$ cat src/rtl/bp_be_dep_tracker.sv
// bp_be_dep_tracker
//   Producer side of the BE dependency-status interface. Every dispatched
//   instruction is recorded in stage 0 of a pipe_depth_p-stage shadow of the
//   calculator and shifts down one stage per cycle. From the registered stage
//   contents it reports per-stage writeback/serialisation status plus summary
//   flags to the hazard detector.
//
// Ports
//   clk_i, reset_i       clock, synchronous active-high reset
//   dispatch_v_i         instruction enters stage 0 next cycle
//   rd_addr_i            destination register
//   irf_w_v_i/frf_w_v_i  writes integer / FP register file
//   pipe_sel_i           0=int, 1=mul, 2=mem, 3=fp
//   serial_i             instruction requires a pipeline drain behind it
//   flush_i              kill stages 0..flush_depth_p-1 and the incoming dispatch
//   v_o, rd_addr_o       per-stage valid and rd (stage k at [k*W +: W])
//   *_iwb_v_o/*_fwb_v_o  per-stage integer / FP result still pending, by class
//   mem_v_o, serial_v_o  per-stage memory op / serialising op
//   instr_in_pipe_o, mem_in_pipe_o, serial_haz_o  summary flags
module bp_be_dep_tracker #(
   parameter int unsigned pipe_depth_p     = 5,
   parameter int unsigned reg_addr_width_p = 5,
   parameter int unsigned flush_depth_p    = 3,
   parameter int unsigned mul_lat_p        = 2,
   parameter int unsigned mem_lat_p        = 3,
   parameter int unsigned fp_lat_p         = 4
) (
   input  logic                                     clk_i,
   input  logic                                     reset_i,
   input  logic                                     dispatch_v_i,
   input  logic [reg_addr_width_p-1:0]              rd_addr_i,
   input  logic                                     irf_w_v_i,
   input  logic                                     frf_w_v_i,
   input  logic [1:0]                               pipe_sel_i,
   input  logic                                     serial_i,
   input  logic                                     flush_i,
   output logic [pipe_depth_p-1:0]                  v_o,
   output logic [pipe_depth_p*reg_addr_width_p-1:0] rd_addr_o,
   output logic [pipe_depth_p-1:0]                  mul_iwb_v_o,
   output logic [pipe_depth_p-1:0]                  mem_iwb_v_o,
   output logic [pipe_depth_p-1:0]                  fp_iwb_v_o,
   output logic [pipe_depth_p-1:0]                  mem_fwb_v_o,
   output logic [pipe_depth_p-1:0]                  fp_fwb_v_o,
   output logic [pipe_depth_p-1:0]                  mem_v_o,
   output logic [pipe_depth_p-1:0]                  serial_v_o,
   output logic                                     instr_in_pipe_o,
   output logic                                     mem_in_pipe_o,
   output logic                                     serial_haz_o
);

   typedef enum logic [1:0] {
      pipe_int = 2'd0,
      pipe_mul = 2'd1,
      pipe_mem = 2'd2,
      pipe_fp  = 2'd3
   } pipe_e;

   typedef struct packed {
      logic                        v;
      logic [reg_addr_width_p-1:0] rd;
      pipe_e                       cls;
      logic                        irf_w;
      logic                        frf_w;
      logic                        serial;
   } entry_s;

   entry_s [pipe_depth_p-1:0] stage_r;
   entry_s [pipe_depth_p-1:0] stage_n;
   entry_s                    dispatch_entry;

   // Parameter sanity, checked at elaboration.
   if (pipe_depth_p < 4 || flush_depth_p >= pipe_depth_p) begin : g_bad_depth
      $error("bp_be_dep_tracker: pipe_depth_p must be >= 4 and exceed flush_depth_p");
   end
   if (mul_lat_p < 1 || mul_lat_p > pipe_depth_p ||
       mem_lat_p < 1 || mem_lat_p > pipe_depth_p ||
       fp_lat_p  < 1 || fp_lat_p  > pipe_depth_p) begin : g_bad_lat
      $error("bp_be_dep_tracker: latencies must satisfy 1 <= lat <= pipe_depth_p");
   end

   // A dispatch coinciding with a flush is dropped: stage 0 takes a bubble.
   always_comb begin
      dispatch_entry = '0;
      if (dispatch_v_i && !flush_i) begin
         dispatch_entry.v      = 1'b1;
         dispatch_entry.rd     = rd_addr_i;
         dispatch_entry.cls    = pipe_e'(pipe_sel_i);
         dispatch_entry.irf_w  = irf_w_v_i;
         dispatch_entry.frf_w  = frf_w_v_i;
         dispatch_entry.serial = serial_i;
      end
   end

   assign stage_n[0] = dispatch_entry;

   // Killed stages never advance, so a flushed source stage feeds a bubble
   // into its successor; sources at or beyond flush_depth_p always shift.
   for (genvar k = 1; k < pipe_depth_p; k++) begin : g_shift
      if (k - 1 >= flush_depth_p) begin : g_keep
         assign stage_n[k] = stage_r[k-1];
      end else begin : g_kill
         assign stage_n[k] = flush_i ? entry_s'('0) : stage_r[k-1];
      end
   end

   always_ff @(posedge clk_i) begin
      if (reset_i) begin
         stage_r <= '0;
      end else begin
         stage_r <= stage_n;
      end
   end

   // Status is purely a function of registered state and stage index.
   // x0 is never a hazard, so an rd of 0 suppresses the integer pending flags.
   for (genvar k = 0; k < pipe_depth_p; k++) begin : g_status
      logic iwb_ok;
      logic fwb_ok;

      assign iwb_ok = stage_r[k].v & stage_r[k].irf_w & (stage_r[k].rd != '0);
      assign fwb_ok = stage_r[k].v & stage_r[k].frf_w;

      assign v_o[k]        = stage_r[k].v;
      assign rd_addr_o[k*reg_addr_width_p +: reg_addr_width_p] = stage_r[k].rd;
      assign mem_v_o[k]    = stage_r[k].v & (stage_r[k].cls == pipe_mem);
      assign serial_v_o[k] = stage_r[k].v & stage_r[k].serial;

      assign mul_iwb_v_o[k] = iwb_ok & (stage_r[k].cls == pipe_mul) & (k + 1 < mul_lat_p);
      assign mem_iwb_v_o[k] = iwb_ok & (stage_r[k].cls == pipe_mem) & (k + 1 < mem_lat_p);
      assign fp_iwb_v_o[k]  = iwb_ok & (stage_r[k].cls == pipe_fp)  & (k + 1 < fp_lat_p);
      assign mem_fwb_v_o[k] = fwb_ok & (stage_r[k].cls == pipe_mem) & (k + 1 < mem_lat_p);
      assign fp_fwb_v_o[k]  = fwb_ok & (stage_r[k].cls == pipe_fp)  & (k + 1 < fp_lat_p);
   end

   assign instr_in_pipe_o = |v_o[2:0];
   assign mem_in_pipe_o   = |mem_v_o[2:0];
   assign serial_haz_o    = |serial_v_o[3:0];

   a_one_rf_write : assert property (@(posedge clk_i) disable iff (reset_i)
      !(irf_w_v_i && frf_w_v_i))
      else $error("bp_be_dep_tracker: irf_w_v_i and frf_w_v_i both set");

endmodule
$ cat config.mk
export PLATFORM = sky130hd
export DESIGN_NAME = bp_be_dep_tracker
export DESIGN_NICKNAME = d
export VERILOG_FILES = /design/src/rtl/bp_be_dep_tracker.sv
export SDC_FILE = /design/constraint.sdc
export NUM_CORES = 1
export LEC_CHECK = 0
export BUFFER_PORTS_ARGS = -buffer_cell sky130_fd_sc_hd__buf_2
export CAP_MARGIN = 10
export CELL_PAD_IN_SITES_DETAIL_PLACEMENT = 1
export CELL_PAD_IN_SITES_GLOBAL_PLACEMENT = 1
export CORE_AREA = 2 2 73 88
export DETAILED_ROUTE_END_ITERATION = 10
export DIE_AREA = 0 0 75 90
export GPL_ROUTABILITY_DRIVEN = 0
export MAX_ROUTING_LAYER = met4
export PLACE_DENSITY = 0.87
export RECOVER_POWER = 100
export SLEW_MARGIN = 5
export SYNTH_ARGS = -nofsm -noshare
export SYNTH_HDL_FRONTEND = slang
export SYNTH_SLANG_ARGS = --single-unit
$ cat constraint.sdc
create_clock -name clk_i -period 1.32 [get_ports clk_i]
set_clock_uncertainty 0.2 [all_clocks]
set_input_delay 0 -clock clk_i [delete_from_list [all_inputs] [get_ports clk_i]]
set_output_delay 0 -clock clk_i [all_outputs]
set_load 0.005 [all_outputs]
; Yosys cells after proc, flatten, opt, wreduce, memory -nomap -nowiden
; Index checks and enable logic that the tools add are counted.
[totals]
register_bits = 51
input_bits = 14
output_inout_bits = 68
word_cells = 77
[classes]
eq_ne = 9
muxes = 1
bitwise_logic = 31
reduce_logical = 10
[ops]
columns = operator, count
row1 = 1-bit AND, 30
row2 = 2-bit equality test (second input constant), 8
row3 = 5-bit nonzero test, 3
row4 = 11-bit two-way mux, 1
row5 = 3-bit OR reduction, 2
row6 = 2-bit OR reduction, 2
row7 = 4-bit OR reduction, 1
row8 = 2-bit by 1-bit equality test with 1-bit output (second input constant), 1
row9 = 1-bit logical AND, 1
row10 = 1-bit logical NOT, 1
row11 = 1-bit inverter, 1

; Longest topological paths before layout
[depth]
ltp_word = 4
mapped_depth = 3
mapped_depth_nobuf = 3

; Worst setup path before layout
; Ideal clock, no wire load.
[synth_path]
kind = register -> output
start = reg stage_r (netlist bit v_o[2])
end = out serial_haz_o
arrival_ns = 1.009
required_ns = 1.120
slack_ns = 0.111
path_stages_with_launch = 3
path_buffers = 0
path_cell_list = dfxtp_1 and2_4 or4_4
[synth_between]
elab_chain_len = 2
[synth_rtl]
columns = item, line_no
row1 = start: declaration, 67  ; entry_s [pipe_depth_p-1:0] stage_r;
row2 = start signal: assignment, 110  ; stage_r <= stage_n;
row3 = 1-bit AND, 126  ; assign serial_v_o[k] = stage_r[k].v & stage_r[k].serial;
row4 = via serial_v_o[2], 45  ; output logic [pipe_depth_p-1:0] serial_v_o,
row5 = 4-bit OR reduction, 137  ; assign serial_haz_o = |serial_v_o[3:0];
row6 = end: declaration, 48  ; output logic serial_haz_o
; The timed path passes the listed nets, and every way through them passes these cells.

; Worst setup path in the final report
[layout_path]
start = reg stage_r[22] (netlist bit)
end = out serial_haz_o
[layout_between]
elab_chain_len = 2
[layout_rtl]
columns = item, line_no
row1 = 1-bit AND, 126
row2 = 4-bit OR reduction, 137
; No other way between the ends.

==> reports/results.tsv <==
metric	value	unit
area delta synth->final	29.7	%
number of stages on the worst hold path	3	
maximum number of pins on one net before global-route repair	28	
accumulated negative setup slack	-1260	ps
number of DRC violations after detailed-routing iteration 0	29	
Placeable Area	5930	sq um
count of input and output buffers	67	
top flip-flop cell by instance count after synthesis	sky130_fd_sc_hd__dfxtp_1	
Avg WL per Cell	13.6	microns
Post-Layout Cell Count	339	
count of cells along the worst register-to-register path	3	
# IOs	82	
cell type with the largest total area after synthesis	sky130_fd_sc_hd__dfxtp_1	
Data arrival, critical path	1450	ps
largest delay contributor family on the critical path	simple AND/OR/NAND/NOR gates	
most repeated cell in the gate-level netlist after synthesis	sky130_fd_sc_hd__dfxtp_1	
synthesized-area fraction occupied by ao, oa, aoi and oai cells	2.12	%
mux share of post-synthesis cell area	0	%
# rows	31	
global-route wire length before repair	7.32	mm
floorplan die area	6750	sq um
number of global-route vias before repair	1503	
final setup violation count	11	
asr flop ratio synth	0	%
total instance count after detailed placement	315	
fraction of layout cells with a size suffix above 1	38.9	%
Avg Inst Size Synth	9.97	sq um
cell with the largest stage delay on the worst path	sky130_fd_sc_hd__or4_4	
min Tclk post-route	1650	ps
post-synthesis instance area	1940	sq um
crit path capture type	output pin	
RSZ-0062 raised after global routing	yes	
routed vias/inst	4.19	
Lkg Pwr	0.00119	uW
buffering stage count on the worst path with inverters included	1	
number of synthesized flops with an enable pin	0	
period utilization	125	%
global routing usage summed across all routing layers	14.4	%
#FFs+latches synth	51	
clock buffer depth	2	
Rel. slew slack	66.0	%
height of the die	90	microns
outcome	finished with violations	
latest clock arrival within the worst-skew pair	300	ps
CTS Root Cell	sky130_fd_sc_hd__clkbuf_8	
startpoint kind of the worst setup timing path	flop	
fraction of synthesized cell area in xor and xnor cells	0	%
Final nets	270	
Synth Warn #	0	
cells taking the most area after synthesis	sky130_fd_sc_hd__dfxtp_1, sky130_fd_sc_hd__buf_4, sky130_fd_sc_hd__and2_1	
GR Overflow Total	0	
Final Worst Setup Slack	-326	ps
violated checks	setup timing	
Filler Cells Inserted	679	
Tightest Hold Check Type	primary input to flop	
number of failing hold endpoints at the final stage	0	
ordered cell list for the critical path	and2_4 > or4_4 > buf_6	
FF-to-FF End	v_o[3]$_SDFF_PP0_	
CTS sink cnt	51	
clock-pin transition on the worst setup and hold timing paths	110	ps
power per cell area	1120	nW/um^2
CP Data Required Time	1120	ps
Setup Crit Path Kind	flop to output pin	
hold path startpoint	flush_i	
CTS HTree Levels	2	
WL final	4.62	mm
number of standard cells after synthesis	195	
number of optimization iterations in the first detailed-route pass	3	
R2R Path Start	v_o[2]$_SDFF_PP0_	
max-slew violation count	0	
worst vdd rail ir drop	0.000666	V
largest fanout of any net on the critical path	2	
register-to-register path setup slack	260	ps
PnR Total Power	2820	uW
main combinational cell family by area after synthesis	simple AND/OR/NAND/NOR gates	
hold-critical path endpoint	rd_addr_o[6]$_SDFF_PP0_	
number of max-cap violations	0	
antenna violations before repair	0	
DP Wirelength	2.97	mm
TritonCTS Buffers	5	
DRT antenna net count	0	
diode count	0	
portion of synthesized cell area occupied by the leading cell type	52.5	%
Simple-Gate Fraction of Synth Area	26.6	%
TritonCTS clock tree	done	
synthesized-area fraction occupied by adder cells	0	%
measured slew at the worst slew-check pin	510	ps
DRC viols	0	
delay contributed by the slowest stage of the critical path	530	ps
share of synthesized area occupied by flip-flops and latches	52.5	%
Max Clk Rate	608	MHz
Starting Density	32.8	%
Synth top cells by count	sky130_fd_sc_hd__dfxtp_1, sky130_fd_sc_hd__buf_4, sky130_fd_sc_hd__and2_1	
vias after detailed routing	1419	
number of distinct library cell variants in the gate-level netlist after synthesis	27	
Die W	75	microns
cells by family after synthesis:
group	after synthesis
simple gates	84
buf+inv	52
flops	51
compound gates	7
other cells	1
registers in the layout, summed over array words and instances (netlist names):
| signal | count |
|---|---|
| rd_addr_o | 25 |
| stage_r | 18 |
| v_o | 5 |
| stage_n | 3 |
layout by cell type, fill, tap and decap left out, types with 2 or more instances in the layout:
master	n
sky130_fd_sc_hd__nand4_1	3
sky130_fd_sc_hd__clkbuf_8	5
sky130_fd_sc_hd__and2_1	28
sky130_fd_sc_hd__buf_6	7
sky130_fd_sc_hd__buf_4	4
sky130_fd_sc_hd__dlygate4sd3_1	13
sky130_fd_sc_hd__clkbuf_1	15
sky130_fd_sc_hd__a21oi_2	4
sky130_fd_sc_hd__and2_0	4
sky130_fd_sc_hd__nor2b_1	9
sky130_fd_sc_hd__and2_4	4
sky130_fd_sc_hd__conb_1	14
sky130_fd_sc_hd__and3_1	10
sky130_fd_sc_hd__nand2_1	3
sky130_fd_sc_hd__nand4b_1	2
sky130_fd_sc_hd__nor3_1	2
sky130_fd_sc_hd__buf_2	50
sky130_fd_sc_hd__dfxtp_1	42
sky130_fd_sc_hd__dfxtp_2	8
sky130_fd_sc_hd__nor2_1	6
sky130_fd_sc_hd__clkbuf_2	2
per-stage QoR:
step	setup slack [ps]	instance area (sq um)	util (%)	hold WS (ps)
final	-326	2520	42.5	211
after floorplan	111	1990	-	-123
after detailed placement	4.94	2140	36.1	2.80
after global routing	-368	2520	42.5	209
after CTS	-337	2490	42.0	208
after global placement	43.7	2140	36.1	-0.521
repair_timing:
action / 4_1_cts / 5_1_grt
setup buffers: 3 / 0
endpoints found under the hold margin: 35 / 0
gates cloned: 0 / 0
resized for setup: 25 / 17
hold buffers: 13 / 0
endpoints found under the setup margin: 13 / 15
pin swaps: 6 / 10
routing by layer:
layer / routed length [microns] / track usage [%] / share of wire (%) / vias up
met5: 0 / - / 0 / -
met4: 41 / 2.83 / 0.89 / 0
met3: 249 / 3.14 / 5.4 / 4
met2: 2640 / 26.0 / 57 / 55
met1: 1690 / 15.9 / 37 / 665
li1: - / - / - / 695
how the worst max path moves through the flow:
stage | from | endpoint | slack [ps] | depth (start not counted)
after floorplan | v_o[2]$_SDFF_PP0_ | serial_haz_o | 110 | 2
after global placement | v_o[2]$_SDFF_PP0_ | serial_haz_o | 40 | 3
after detailed placement | v_o[2]$_SDFF_PP0_ | serial_haz_o | 5 | 3
after CTS | stage_r[11]$_SDFF_PP0_ | serial_haz_o | -340 | 3
after global routing | stage_r[22]$_SDFF_PP0_ | serial_haz_o | -370 | 3
final | stage_r[22]$_SDFF_PP0_ | serial_haz_o | -330 | 3
where the power goes:
group	total (uW)	internal (uW)	leakage [uW]	switching, uW
sequential	1570	1550	0.000417	14.3
clock	1120	575	0.0000587	541
combinational	141	71.8	0.000713	69.6
total	2820	2200	0.00119	625
cell type report:
type | count | area, sq um | area share (%)
sequential | 51 | 1030 | 41.0
inverter | 2 | 7.51 | 0.298
clock buffer | 5 | 68.8 | 2.73
clock inverter | 3 | 47.5 | 1.88
tap | 82 | 103 | 4.07
multi-input combinational | 105 | 706 | 28.0
timing repair buffer | 91 | 556 | 22.0
worst min-delay path, delay by kind of cell:
kind / cells / cell delay, ps
buffers and inverters: 2 / 630
AND/OR/NAND/NOR: 1 / 40
Note: power is estimated with default switching activity, not from simulation.
